===== src/rtl/ps2_frame_rx.sv =====
// PS/2 keyboard receiver: line sync + glitch filter, 11-bit frame FSM, E0/F0 prefix resolution, key-held level.
// Optional in-frame idle timeout is compiled in when PS2_TIMEOUT_EN is defined.
`timescale 1ns/1ps
module ps2_frame_rx #(
  parameter int unsigned FILTER_LEN     = 8,
  parameter int unsigned TIMEOUT_CYCLES = 50000
) (
  input  logic       CLK_50M,
  input  logic       RST_N,
  input  logic       ps2k_clk,
  input  logic       ps2k_data,
  output logic [7:0] ps2_byte,
  output logic       byte_valid,
  output logic       break_flag,
  output logic       ext_flag,
  output logic       ps2_state,
  output logic       parity_err,
  output logic       frame_err
);

  localparam int unsigned FCW        = $clog2(FILTER_LEN + 1);
  localparam logic [7:0]  CODE_BREAK = 8'hF0;
  localparam logic [7:0]  CODE_EXT   = 8'hE0;

  typedef enum logic [1:0] {S_IDLE, S_DATA, S_PARITY, S_STOP} state_e;

  // bit 0 = clock line, bit 1 = data line
  logic [1:0]     meta_q, sync_q, filt_q, filt_d;
  logic [FCW-1:0] cnt_q [2];
  logic [FCW-1:0] cnt_d [2];
  logic           clk_prev_q;
  logic           sample_c;
  logic           bit_c;
  logic           tmo_hit_c;

  state_e     state_q;
  logic [7:0] shift_q;
  logic [2:0] bit_cnt_q;
  logic       parity_q;
  logic       break_pend_q, ext_pend_q;
  logic [7:0] held_q;
  logic [7:0] byte_q;
  logic       valid_q, brk_q, ext_q, held_lvl_q, perr_q, ferr_q;

  // Filtered value flips only after FILTER_LEN consecutive differing samples
  always_comb begin
    for (int i = 0; i < 2; i++) begin
      filt_d[i] = filt_q[i];
      cnt_d[i]  = '0;
      if (sync_q[i] != filt_q[i]) begin
        if (cnt_q[i] == FCW'(FILTER_LEN - 1)) filt_d[i] = sync_q[i];
        else                                  cnt_d[i]  = cnt_q[i] + FCW'(1);
      end
    end
  end

  // Reset to idle-high so no false falling edge follows reset
  always_ff @(posedge CLK_50M) begin
    if (!RST_N) begin
      meta_q     <= 2'b11;
      sync_q     <= 2'b11;
      filt_q     <= 2'b11;
      clk_prev_q <= 1'b1;
      cnt_q[0]   <= '0;
      cnt_q[1]   <= '0;
    end else begin
      meta_q     <= {ps2k_data, ps2k_clk};
      sync_q     <= meta_q;
      filt_q     <= filt_d;
      clk_prev_q <= filt_q[0];
      cnt_q[0]   <= cnt_d[0];
      cnt_q[1]   <= cnt_d[1];
    end
  end

  assign sample_c = clk_prev_q & ~filt_q[0];
  assign bit_c    = filt_q[1];

`ifdef PS2_TIMEOUT_EN
  localparam int unsigned TW = (TIMEOUT_CYCLES > 2) ? $clog2(TIMEOUT_CYCLES) : 1;
  logic [TW-1:0] tmo_cnt_q;

  assign tmo_hit_c = (state_q != S_IDLE) && !sample_c && (tmo_cnt_q == TW'(TIMEOUT_CYCLES - 1));

  always_ff @(posedge CLK_50M) begin
    if (!RST_N || state_q == S_IDLE || sample_c || tmo_hit_c) tmo_cnt_q <= '0;
    else                                                      tmo_cnt_q <= tmo_cnt_q + TW'(1);
  end
`else
  assign tmo_hit_c = 1'b0;
  if (TIMEOUT_CYCLES == 0) begin : g_no_timeout
  end
`endif

  // Frame FSM, prefix tracking and registered outputs
  always_ff @(posedge CLK_50M) begin
    if (!RST_N) begin
      state_q      <= S_IDLE;
      shift_q      <= '0;
      bit_cnt_q    <= '0;
      parity_q     <= 1'b0;
      break_pend_q <= 1'b0;
      ext_pend_q   <= 1'b0;
      held_q       <= '0;
      byte_q       <= '0;
      valid_q      <= 1'b0;
      brk_q        <= 1'b0;
      ext_q        <= 1'b0;
      held_lvl_q   <= 1'b0;
      perr_q       <= 1'b0;
      ferr_q       <= 1'b0;
    end else begin
      valid_q <= 1'b0;
      perr_q  <= 1'b0;
      ferr_q  <= 1'b0;
      if (tmo_hit_c) begin
        state_q      <= S_IDLE;
        break_pend_q <= 1'b0;
        ext_pend_q   <= 1'b0;
        ferr_q       <= 1'b1;
      end else if (sample_c) begin
        case (state_q)
          S_IDLE: begin
            if (!bit_c) begin
              bit_cnt_q <= '0;
              state_q   <= S_DATA;
            end
          end
          S_DATA: begin
            shift_q   <= {bit_c, shift_q[7:1]};
            bit_cnt_q <= bit_cnt_q + 3'd1;
            if (bit_cnt_q == 3'd7) state_q <= S_PARITY;
          end
          S_PARITY: begin
            parity_q <= bit_c;
            state_q  <= S_STOP;
          end
          S_STOP: begin
            state_q <= S_IDLE;
            if (!bit_c) begin
              ferr_q       <= 1'b1;
              break_pend_q <= 1'b0;
              ext_pend_q   <= 1'b0;
            end else if (!(^{shift_q, parity_q})) begin
              perr_q       <= 1'b1;
              break_pend_q <= 1'b0;
              ext_pend_q   <= 1'b0;
            end else if (shift_q == CODE_BREAK) begin
              break_pend_q <= 1'b1;
            end else if (shift_q == CODE_EXT) begin
              ext_pend_q <= 1'b1;
            end else begin
              byte_q       <= shift_q;
              brk_q        <= break_pend_q;
              ext_q        <= ext_pend_q;
              valid_q      <= 1'b1;
              break_pend_q <= 1'b0;
              ext_pend_q   <= 1'b0;
              // A break only releases the key currently held
              if (!break_pend_q) begin
                held_lvl_q <= 1'b1;
                held_q     <= shift_q;
              end else if (shift_q == held_q) begin
                held_lvl_q <= 1'b0;
              end
            end
          end
          default: state_q <= S_IDLE;
        endcase
      end
    end
  end

  assign ps2_byte   = byte_q;
  assign byte_valid = valid_q;
  assign break_flag = brk_q;
  assign ext_flag   = ext_q;
  assign ps2_state  = held_lvl_q;
  assign parity_err = perr_q;
  assign frame_err  = ferr_q;

endmodule


===== config.mk =====
export PLATFORM = sky130hd
export DESIGN_NAME = ps2_frame_rx
export DESIGN_NICKNAME = d
export VERILOG_FILES = /design/src/rtl/ps2_frame_rx.sv
export SDC_FILE = /design/constraint.sdc
export NUM_CORES = 1
export LEC_CHECK = 0
export ABC_AREA = 1
export CORE_UTILIZATION = 35
export CTS_BUF_LIST = sky130_fd_sc_hd__clkbuf_4
export DETAILED_ROUTE_END_ITERATION = 10
export PLACE_DENSITY = 0.56
export SYNTH_ARGS = -nofsm -noshare
export SYNTH_HDL_FRONTEND = slang
export SYNTH_SLANG_ARGS = --single-unit

===== constraint.sdc =====
create_clock -name CLK_50M -period 2.52 [get_ports CLK_50M]
set_clock_uncertainty 0.1 [all_clocks]
set_input_delay 0.252 -clock CLK_50M [delete_from_list [all_inputs] [get_ports CLK_50M]]
set_output_delay 0.252 -clock CLK_50M [all_outputs]
set_load 0.1 [all_outputs]

==> flow_metrics.env, run 1 <==
export IMPL_status="complete, no violations"
export IMPL_post_synth_instance_area_sq_mm=0.00229
export IMPL_final_seq_area_sq_mm=0.00106
export IMPL_synth_area_per_cell_sq_um=7.95
export IMPL_timing_critical_path_slowest_stage_cell="sky130_fd_sc_hd__dfxtp_1"
export IMPL_synthTopCellsByArea="sky130_fd_sc_hd__dfxtp_1, sky130_fd_sc_hd__nand2_1, sky130_fd_sc_hd__a21oi_1"
export IMPL_floorplan_die_width_um=82.9
export IMPL_num_io_pins=18
export IMPL_setup_worst_path_start_class="register"
export IMPL_timing_critical_path_slowest_cell_delay_ps=510
export IMPL_switching_share=0.196
export IMPL_max_cap_viol_count=0
export IMPL_final_cells=382
export IMPL_worstPathCellList="nand2_1 > inv_1 > nor2_1 > nand2_2 > nand2_2 > nand2_2 > nand2_2 > nand2_4 > nand2_2 > nor2_4 > buf_4 > nand2_4 > nand2_1 > a21oi_1"
export IMPL_antenna_found_initial=0
export IMPL_comb_power_share=0.019
export IMPL_period_share=0.791
export IMPL_gr_usage_all_layers=0.132
export IMPL_synth_largest_area_cell="sky130_fd_sc_hd__dfxtp_1"
export IMPL_static_leakage_power_nw=1.06
export IMPL_detail_route_drc_violations=0
export IMPL_synth_enable_flop_cells=0
export IMPL_grt_start_max_net_pins=30
export IMPL_finalSetupViolCount=0
export IMPL_grt_overflow_total=0
export IMPL_gp_routability_congestion=0.743
export IMPL_grt_setup_unrepaired="no"
export IMPL_syn_instance_count=288
export IMPL_fin_nets=317
export IMPL_yosysMostFrequentCell="sky130_fd_sc_hd__dfxtp_1"
export IMPL_drtIter0Drc=85
export IMPL_synth_lib_cells_used_distinct=31
export IMPL_worstHoldPathType="register to register"
export IMPL_h_tree_depth=2
export IMPL_cts_post_setup_buffers_inserted=0
export IMPL_numCtsBuffers=5
export IMPL_multi_input_comb_area_sq_mm=0.00106
export IMPL_p_clk_frac=0.396
export IMPL_synthFlopType="sky130_fd_sc_hd__dfxtp_1"
export IMPL_place_hpwl_um=2970
export IMPL_cts_repair_resized=0
export IMPL_routedWlPerCell_um=11.0
export IMPL_drt_antenna_violating_nets=0
export IMPL_via_count_of_the_first_global_routing_pass=1649
export IMPL_switchingPower_mw=0.283
export IMPL_final_max_slew_violation_count=0
export IMPL_worst_slew_pin_transition_ps=477
export IMPL_clkSlewWorstSetupHoldPaths_ps=150
export IMPL_cts_hold_buffers_added=0
export IMPL_clockRootBuffer="sky130_fd_sc_hd__clkbuf_4"
export IMPL_ys_ff_latch=53
export IMPL_path_common_cell="sky130_fd_sc_hd__nand2_2"
export IMPL_global_route_wire_length_before_repair_um=7580
export IMPL_critPathBufInv=2
export IMPL_final_fill_count=633
export IMPL_die_h_um=82.9
export IMPL_fp_rows=29
export IMPL_synthesis_nets=301
export IMPL_clk_path_buf_depth=2
export IMPL_crit_required_ps=2690
export IMPL_viasPerCell=4.77
export IMPL_yosys_warnings=0
export IMPL_yosysSeqAreaShare=0.463
export IMPL_critical_path_top_delay_family="simple AND/OR/NAND/NOR gates"
export IMPL_routed_via_count=1821
export IMPL_final_hold_worst_slack_ps=321
export IMPL_clkSinkCount=53
export IMPL_max_slew_margin=0.681
export IMPL_post_route_cells_drive_above_1_share=0.148
export IMPL_synth_top_area_frac=0.463
export IMPL_first_pass_drt_iterations=4
export IMPL_report_final_hold_viol_count=0
export IMPL_portBuffers=17
export IMPL_final_setup_tns_ps=0
export IMPL_n_antenna_cell=0
export IMPL_crit_path_dat_ps=2160
export IMPL_initial_utilization=0.361
export IMPL_worst_setup_path_type="register to register"
export IMPL_core_sq_mm=0.00635
export IMPL_utilization=0.407
export IMPL_critical_path_max_fanout=29
export IMPL_die_area_sq_mm=0.00687
export IMPL_finalPower_mw=1.44
export IMPL_fmax_mhz=502
export IMPL_routed_wl_um=4210
export IMPL_placed_cells=374
export IMPL_cts_tree="yes"
export IMPL_fin_crit_ps=1990
export IMPL_cellPowerDensity_mw_per_mm2=559
export IMPL_synthesis_to_layout_area_growth_pct=12.8
export IMPL_setup_worst_path_end_class="register"
export IMPL_max_vdd_ir_drop_mv=0.265
export IMPL_sequentialPowerShare=0.585
export IMPL_cell_internal_pwr_mw=1.16
export IMPL_synth_async_reset_ratio=0
export IMPL_clock_insertion_delay_worst_skew_ps=370
export IMPL_synth_common_cells="sky130_fd_sc_hd__dfxtp_1, sky130_fd_sc_hd__nand2_1, sky130_fd_sc_hd__a21oi_1"
==> per-layer routing <==
metal / vias up / wire [um] / GRT usage
li1: 969 / - / -
met1: 823 / 2240 / 0.189
met2: 23 / 1780 / 0.200
met3: 6 / 123 / 0.0258
met4: 0 / 63 / 0.0423
met5: - / 0 / 0
==> worst register-to-register path, stage by stage, from the launching register on <==
cell and delay, ps:
sky130_fd_sc_hd__dfxtp_1 510, sky130_fd_sc_hd__nand2_1 140, sky130_fd_sc_hd__inv_1 70, sky130_fd_sc_hd__nor2_1 40, sky130_fd_sc_hd__nand2_2 70, sky130_fd_sc_hd__nand2_2 60
sky130_fd_sc_hd__nand2_2 70, sky130_fd_sc_hd__nand2_2 70, sky130_fd_sc_hd__nand2_4 60, sky130_fd_sc_hd__nand2_2 70, sky130_fd_sc_hd__nor2_4 70, sky130_fd_sc_hd__buf_4 280
sky130_fd_sc_hd__nand2_4 150, sky130_fd_sc_hd__nand2_1 90, sky130_fd_sc_hd__a21oi_1 60
==> flip-flops by register name, indices dropped and copies added (netlist names) <==
register	flops
shift_q	8
parity_err	1
filt_q	2
cnt_q	8
sync_q	2
bit_cnt_q	3
break_pend_q	1
frame_err	1
state_q	2
ext_flag	1
ps2_state	1
ext_pend_q	1
ps2_byte	8
byte_valid	1
clk_prev_q	1
meta_q	2
break_flag	1
held_q	8
parity_q	1
==> power by group through the flow <==
stage | combinational, mW | sequential (mW) | clock [mW]
after floorplan | 0.0169 | 0.862 | 0
after global placement | 0.0272 | 0.862 | 0
after detailed placement | 0.0274 | 0.862 | 0
after CTS | 0.0276 | 0.844 | 0.592
after global routing | 0.0310 | 0.846 | 0.628
final | 0.0272 | 0.844 | 0.572
==> layout by cell type, fill, tap and decap left out, types with 3 or more instances in the layout <==
master	Yosys	final
sky130_fd_sc_hd__nand2_1	51	51
sky130_fd_sc_hd__ha_1	9	9
sky130_fd_sc_hd__clkdlybuf4s50_1	0	3
sky130_fd_sc_hd__nand3_1	13	13
sky130_fd_sc_hd__xnor2_1	8	8
sky130_fd_sc_hd__nand2_2	7	7
sky130_fd_sc_hd__nor2_1	24	24
sky130_fd_sc_hd__buf_4	1	18
sky130_fd_sc_hd__a21oi_1	34	34
sky130_fd_sc_hd__inv_1	24	24
sky130_fd_sc_hd__nand4_1	4	4
sky130_fd_sc_hd__o21ai_0	25	25
sky130_fd_sc_hd__or2_2	4	4
sky130_fd_sc_hd__clkbuf_4	0	5
sky130_fd_sc_hd__dfxtp_1	53	53
==> final cells by class <==
type,instances,share of cell area
Clock inverter,3,0.0252
Sequential cell,53,0.411
Inverter,27,0.0392
Timing Repair Buffer,21,0.0639
Tap cell,77,0.0373
Clock buffer,5,0.0145
Multi-Input combinational cell,196,0.409
==> final timing paths <==
check                           startpoint        end  slack, ps  depth (start not counted)
worst min-delay path             meta_q[0]  sync_q[0]        320                          1
worst min register to register   meta_q[0]  sync_q[0]        320                          1
worst max-delay path            shift_q[5]  held_q[2]        530                         14
worst max register to register  shift_q[5]  held_q[2]        530                         14
==> stage by stage <==
stage	cell area, sq um	setup WS (ps)
2_1_floorplan	2290	828
3_5_place_dp	2480	512
5_1_grt	2580	265
4_1_cts	2580	506
6_report	2580	528
3_3_place_gp	2480	537
==> logic make-up (layout without fill, tap and decap cells) <==
group                      Yosys count  after routing  synth area share
AOI/OAI and AO/OA                   64             64             0.145
xor gates and xnor gates            10             10            0.0382
adders and majority gates            9              9            0.0492
buffers and inverters               39             56            0.0754
DFF                                 53             53             0.463
and+or+nand+nor                    113            113             0.229
No activity file was read; power rests on OpenSTA's default activity.
==> run 2: changes to the inputs <==
Settings changed: PLACE_DENSITY 0.56 to 0.58.
Clock period 2.52 ns to 1.63 ns, I/O delays scaled along.
==> run 2 against run 1 <==
  * The run now ends with setup timing left
  * Utilization increased by 6.7 points
  * Hold slack got worse by 68 ps
  * Maximum frequency increased by 14%
  * Register-to-register slack got worse by 640 ps
  * Clock power increased by 54%
  * First-iteration DRC count decreased by 18%
  * Global-route usage about the same
  * Total power increased by 54%
  * Wire length increased by 5.7%
  * Highest routed layer unchanged
==> flow_metrics.env, run 2 (synthesis gave the netlist of run 1 again) <==
export IMPL_finalSetupViolCount=20
export IMPL_grt_overflow_total=0
export IMPL_n_antenna_cell=0
export IMPL_max_cap_viol_count=0
export IMPL_setup_ws_ps=-112
export IMPL_global_route_wire_length_before_repair_um=7470
export IMPL_final_hold_worst_slack_ps=252
export IMPL_fin_nets=337
export IMPL_worst_hold_path_cells=2
export IMPL_cellPowerDensity_mw_per_mm2=740
export IMPL_grt_start_max_net_pins=30
export IMPL_worst_slew_pin_transition_ps=421
export IMPL_core_sq_mm=0.00635
export IMPL_h_tree_depth=2
export IMPL_drtIter0Drc=70
export IMPL_report_final_hold_viol_count=0
export IMPL_die_h_um=82.9
export IMPL_detail_route_drc_violations=0
export IMPL_worst_setup_path_type="register to register"
export IMPL_gp_routability_congestion=0.837
export IMPL_status="complete, but fails checks"
export IMPL_finalPower_mw=2.23
export IMPL_via_count_of_the_first_global_routing_pass=1671
export IMPL_antenna_found_initial=0
export IMPL_final_common_cell="sky130_fd_sc_hd__nand2_1"
export IMPL_gr_usage_all_layers=0.132
export IMPL_setup_worst_path_end_class="register"
export IMPL_cts_tree="yes"
export IMPL_min_to="meta_q[1]"
export IMPL_clk_path_buf_depth=2
export IMPL_routedWlPerCell_um=11.1
export IMPL_crit_required_ps=1810
export IMPL_grt_setup_unrepaired="yes"
export IMPL_clkSinkCount=53
export IMPL_clkSlewWorstSetupHoldPaths_ps=150
export IMPL_setup_worst_path_start_class="register"
export IMPL_max_slew_margin=0.717
export IMPL_initial_utilization=0.361
export IMPL_worstHoldPathType="input pin to register"
export IMPL_critical_path_max_fanout=15
export IMPL_setup_reg_to_reg_worst_slack_ps=-110
export IMPL_die_area_sq_mm=0.00687
export IMPL_routed_via_count=1896
export IMPL_clockRootBuffer="sky130_fd_sc_hd__clkbuf_4"
export IMPL_post_route_cells_drive_above_1_share=0.255
export IMPL_period_share=1.07
export IMPL_place_hpwl_um=3200
export IMPL_layout_common_cells="sky130_fd_sc_hd__nand2_1, sky130_fd_sc_hd__dfxtp_1, sky130_fd_sc_hd__a21oi_1"
export IMPL_final_fill_count=602
export IMPL_clock_insertion_delay_worst_skew_ps=370
export IMPL_numCtsBuffers=5
export IMPL_synthesis_to_layout_area_growth_pct=31.5
export IMPL_critical_path_reg2reg_startpoint="shift_q[3]"
export IMPL_floorplan_die_width_um=82.9
export IMPL_worstHoldStart="ps2k_data"
export IMPL_fmax_mhz=574
export IMPL_max_vdd_ir_drop_mv=0.542
export IMPL_portBuffers=17
export IMPL_worstReg2RegEnd="ext_flag"
export IMPL_fin_crit_ps=1740
export IMPL_cts_hold_buffers_added=0
export IMPL_first_pass_drt_iterations=5
export IMPL_num_io_pins=18
export IMPL_utilization=0.474
export IMPL_failed_checks="setup timing"
export IMPL_cts_post_setup_buffers_inserted=0
export IMPL_worst_r2r_cell_count=15
export IMPL_viasPerCell=4.72
export IMPL_final_max_slew_violation_count=0
export IMPL_fp_rows=29
export IMPL_drt_antenna_violating_nets=0
export IMPL_routed_wl_um=4450
export IMPL_crit_path_dat_ps=1920
export IMPL_static_leakage_power_nw=1.22
==> run 2: changes by cell type in the layout (fill, tap and decap cells not counted), moves of 4 or more <==
cell,delta
sky130_fd_sc_hd__buf_4,+4
sky130_fd_sc_hd__dfxtp_1,-8
sky130_fd_sc_hd__nor2_1,-4
sky130_fd_sc_hd__buf_12,+15
sky130_fd_sc_hd__dfxtp_2,+7
==> run 2: routing by layer <==
layer / wire [um] / track usage / up-vias
li1: - / - / 1009
met1: 2200 / 0.179 / 857
met2: 2060 / 0.206 / 25
met3: 113 / 0.0298 / 5
met4: 68 / 0.0470 / 0
met5: 0 / 0 / -
==> run 2: final cells by class <==
| cell class | instances | area [sq um] | area share |
|---|---|---|---|
| clock inverter | 3 | 65.1 | 0.0216 |
| tap | 77 | 96.3 | 0.0320 |
| clock buffer | 5 | 37.5 | 0.0125 |
| sequential | 53 | 1070 | 0.356 |
| timing repair buffer | 41 | 520 | 0.173 |
| multi-input combinational | 196 | 1120 | 0.371 |
| inverter | 27 | 101 | 0.0337 |
==> run 2: stage by stage <==
stage                     area [sq um]  std cells  TNS, ps  setup WS (ps)
after floorplan                   2310        288    -17.6          -17.6
after global placement            2820        393     -544          -52.1
after detailed placement          2820        393    -1200          -97.1
after CTS                         2940        401     -988          -76.5
after global routing              3010        402    -4500           -253
final                             3010        402    -1670           -112
==> run 2: where the power goes <==
part           internal, mW  switching, mW
Clock                 0.475          0.407
Sequential             1.30        0.00279
Combinational        0.0191         0.0247
Total                  1.79          0.435
==> run 2: worst max path at each step <==
| stage | to | slack [ps] | from | cells past startpoint |
|---|---|---|---|---|
| floorplan | ext_flag | -20 | shift_q[4] | 15 |
| global placement | held_q[5] | -50 | shift_q[6] | 15 |
| detailed placement | held_q[0] | -100 | shift_q[1] | 12 |
| CTS | ext_flag | -80 | shift_q[3] | 15 |
| global route | ps2_byte[3] | -250 | shift_q[1] | 12 |
| finish | ext_flag | -110 | shift_q[3] | 15 |
==> run 2: repair_timing <==
action | CTS | global route
resized for setup | 6 | 16
cloned | 0 | 1
endpoints found under the setup margin | 20 | 27
pin swaps | 1 | 3
==> run 2: critical path, cell delays in order (launching register included) <==
cell and delay (ps):
sky130_fd_sc_hd__dfxtp_2 360, sky130_fd_sc_hd__inv_1 60, sky130_fd_sc_hd__nand2_1 60, sky130_fd_sc_hd__nand2_2 80, sky130_fd_sc_hd__inv_1 50, sky130_fd_sc_hd__nand2_2 80
sky130_fd_sc_hd__nand2_2 60, sky130_fd_sc_hd__nand2_2 70, sky130_fd_sc_hd__nand2_2 60, sky130_fd_sc_hd__nand2_4 70, sky130_fd_sc_hd__nand2_4 50, sky130_fd_sc_hd__nor2_4 150
sky130_fd_sc_hd__buf_12 170, sky130_fd_sc_hd__inv_1 80, sky130_fd_sc_hd__nor2_1 80, sky130_fd_sc_hd__nor2_1 50
==> run 3: changes to the inputs <==
Settings changed: SETUP_SLACK_MARGIN set to 0.2, TNS_END_PERCENT set to 50.
==> run 3 against run 2 <==
  * The run still ends with setup timing left
  * Register-to-register slack worse by 30 ps
  * Sequential power about the same
  * Via count up 1.2%
  * Critical endpoint is now held_q[4]
==> flow_metrics.env, run 3 (synthesis gave the netlist of run 1 again) <==
export IMPL_h_tree_depth=2
export IMPL_path_common_cell="sky130_fd_sc_hd__nand2_2"
export IMPL_worstPathCellList="inv_2 > nand2_1 > nand2_2 > inv_1 > nand2_2 > nand2_2 > nand2_4 > nand2_2 > nand2_4 > nand2_4 > nor2_4 > clkbuf_16 > nand3_1 > a21oi_1"
export IMPL_die_area_sq_mm=0.00687
export IMPL_clk_path_buf_depth=2
export IMPL_die_h_um=82.9
export IMPL_timing_critical_path_slowest_stage_cell="sky130_fd_sc_hd__dfxtp_4"
export IMPL_fmax_mhz=566
export IMPL_grt_overflow_total=0
export IMPL_place_hpwl_um=3320
export IMPL_timing_critical_path_slowest_cell_delay_ps=390
export IMPL_worstHoldPathType="input pin to register"
export IMPL_critical_path_max_fanout=14
export IMPL_utilization=0.494
export IMPL_finalPower_mw=2.11
export IMPL_n_antenna_cell=0
export IMPL_routed_via_count=1919
export IMPL_cell_internal_pwr_mw=1.65
export IMPL_core_sq_mm=0.00635
export IMPL_drtIter0Drc=62
export IMPL_top_signal_layer_used="met4"
export IMPL_first_pass_drt_iterations=4
export IMPL_viasPerCell=4.68
export IMPL_status="complete, but fails checks"
export IMPL_period_share=1.08
export IMPL_portBuffers=17
export IMPL_global_route_wire_length_before_repair_um=7670
export IMPL_finalSetupViolCount=22
export IMPL_sequentialPowerShare=0.614
export IMPL_crit_path_dat_ps=1980
export IMPL_cts_tree="yes"
export IMPL_setup_worst_path_start_class="register"
export IMPL_max_slew_margin=0.757
export IMPL_worst_setup_path_type="register to register"
export IMPL_clock_insertion_delay_worst_skew_ps=370
export IMPL_final_max_slew_violation_count=0
export IMPL_fin_crit_ps=1770
export IMPL_comb_power_share=0.021
export IMPL_cellPowerDensity_mw_per_mm2=673
export IMPL_numCtsBuffers=5
export IMPL_antenna_found_initial=0
export IMPL_layout_common_cells="sky130_fd_sc_hd__dfxtp_1, sky130_fd_sc_hd__nand2_1, sky130_fd_sc_hd__a21oi_1"
export IMPL_clkSlewWorstSetupHoldPaths_ps=170
export IMPL_report_final_hold_viol_count=0
export IMPL_static_leakage_power_nw=1.27
export IMPL_grt_setup_unrepaired="yes"
export IMPL_placed_cells=396
export IMPL_gp_routability_congestion=0.761
export IMPL_post_route_cells_drive_above_1_share=0.333
export IMPL_fp_rows=29
export IMPL_gr_usage_all_layers=0.135
export IMPL_failed_checks="setup timing"
export IMPL_cts_hold_buffers_added=0
export IMPL_synthesis_to_layout_area_growth_pct=37.0
export IMPL_via_count_of_the_first_global_routing_pass=1715
export IMPL_num_io_pins=18
export IMPL_switching_share=0.219
export IMPL_max_vdd_ir_drop_mv=0.602
export IMPL_clockRootBuffer="sky130_fd_sc_hd__clkbuf_4"
export IMPL_final_common_cell="sky130_fd_sc_hd__dfxtp_1"
export IMPL_final_cells=410
export IMPL_grt_start_max_net_pins=30
export IMPL_setup_worst_path_end_class="register"
export IMPL_detail_route_drc_violations=0
export IMPL_initial_utilization=0.361
export IMPL_routed_wl_um=4610
export IMPL_wl_met2_um=2080
export IMPL_switchingPower_mw=0.463
export IMPL_p_clk_frac=0.366
export IMPL_max_cap_viol_count=0
export IMPL_floorplan_die_width_um=82.9
export IMPL_fin_nets=345
export IMPL_crit_required_ps=1850
export IMPL_routedWlPerCell_um=11.3
export IMPL_route_met3_wl_um=229
export IMPL_setup_ws_ps=-138
export IMPL_drt_antenna_violating_nets=0
export IMPL_worst_slew_pin_transition_ps=363
export IMPL_wirelength_met1_um=2250
export IMPL_clkSinkCount=53
==> run 3: cell types whose count changed in the layout (fill, tap and decap cells not counted), moves of 3 or more <==
| cell | previous run | this run |
|---|---|---|
| sky130_fd_sc_hd__nand2_1 | 48 | 40 |
| sky130_fd_sc_hd__inv_1 | 24 | 16 |
| sky130_fd_sc_hd__dfxtp_4 | 1 | 5 |
| sky130_fd_sc_hd__o21ai_0 | 22 | 18 |
| sky130_fd_sc_hd__o21ai_1 | 4 | 7 |
| sky130_fd_sc_hd__buf_4 | 22 | 29 |
| sky130_fd_sc_hd__nand2_2 | 9 | 15 |
| sky130_fd_sc_hd__inv_2 | 2 | 7 |
| sky130_fd_sc_hd__inv_4 | 0 | 3 |
==> run 3: path summary, 6_finish.rpt <==
check | startpoint | endpoint | slack (ps) | depth (start not counted)
worst max-delay path | shift_q[3] | held_q[4] | -140 | 14
worst min-delay path | ps2k_clk | meta_q[0] | 250 | 2
worst max register to register | shift_q[3] | held_q[4] | -140 | 14
worst min register to register | meta_q[0] | sync_q[0] | 320 | 1
==> run 3: layout make-up <==
type | instances | area (sq um)
Sequential cell | 53 | 1090
Multi-Input combinational cell | 196 | 1160
Inverter | 27 | 109
Clock buffer | 5 | 37.5
Tap cell | 77 | 96.3
Timing Repair Buffer | 49 | 598
Clock inverter | 3 | 50.0
Fill cell | 600 | 3210
==> run 3: power by group through the flow <==
stage                     clock network [mW]  registers (mW)  logic, mW
final                                  0.772            1.30     0.0440
after global routing                   0.850            1.30     0.0498
after CTS                              0.803            1.31     0.0442
after detailed placement                   0            1.33     0.0437
after global placement                     0            1.33     0.0439
after floorplan                            0            1.33     0.0262
==> run 3: per-stage QoR <==
stage / setup slack, ps / hold slack, ps / TNS (ps) / cell area (sq um)
4_1_cts: -98.5 / 241 / -1280 / 2950
2_1_floorplan: -17.4 / 170 / -17.4 / 2320
3_5_place_dp: -80.3 / 300 / -952 / 2850
6_report: -138 / 251 / -2220 / 3140
3_3_place_gp: -48.4 / 295 / -429 / 2850
5_1_grt: -263 / 225 / -4970 / 3140
==> run 3: critical path: cells and delay by family (launching register included) <==
kind,cells,cell delay (ps)
buffers and inverters,3,310
AO/OA/AOI/OAI,1,140
flip-flops,1,390
AND/OR/NAND/NOR,10,780
==> run 3: routing by layer <==
metal / GRT usage / vias up
li1: - / 1028
met2: 0.209 / 29
met5: 0 / -
met1: 0.188 / 857
met4: 0.0423 / 0
met3: 0.0298 / 5
==> run 3: repair_timing <==
action / in CTS / in global routing
resized for setup: 9 / 43
gates cloned: 0 / 2
buffers inserted: 0 / 4
setup endpoints to repair: 36 / 39
pin swaps: 0 / 4
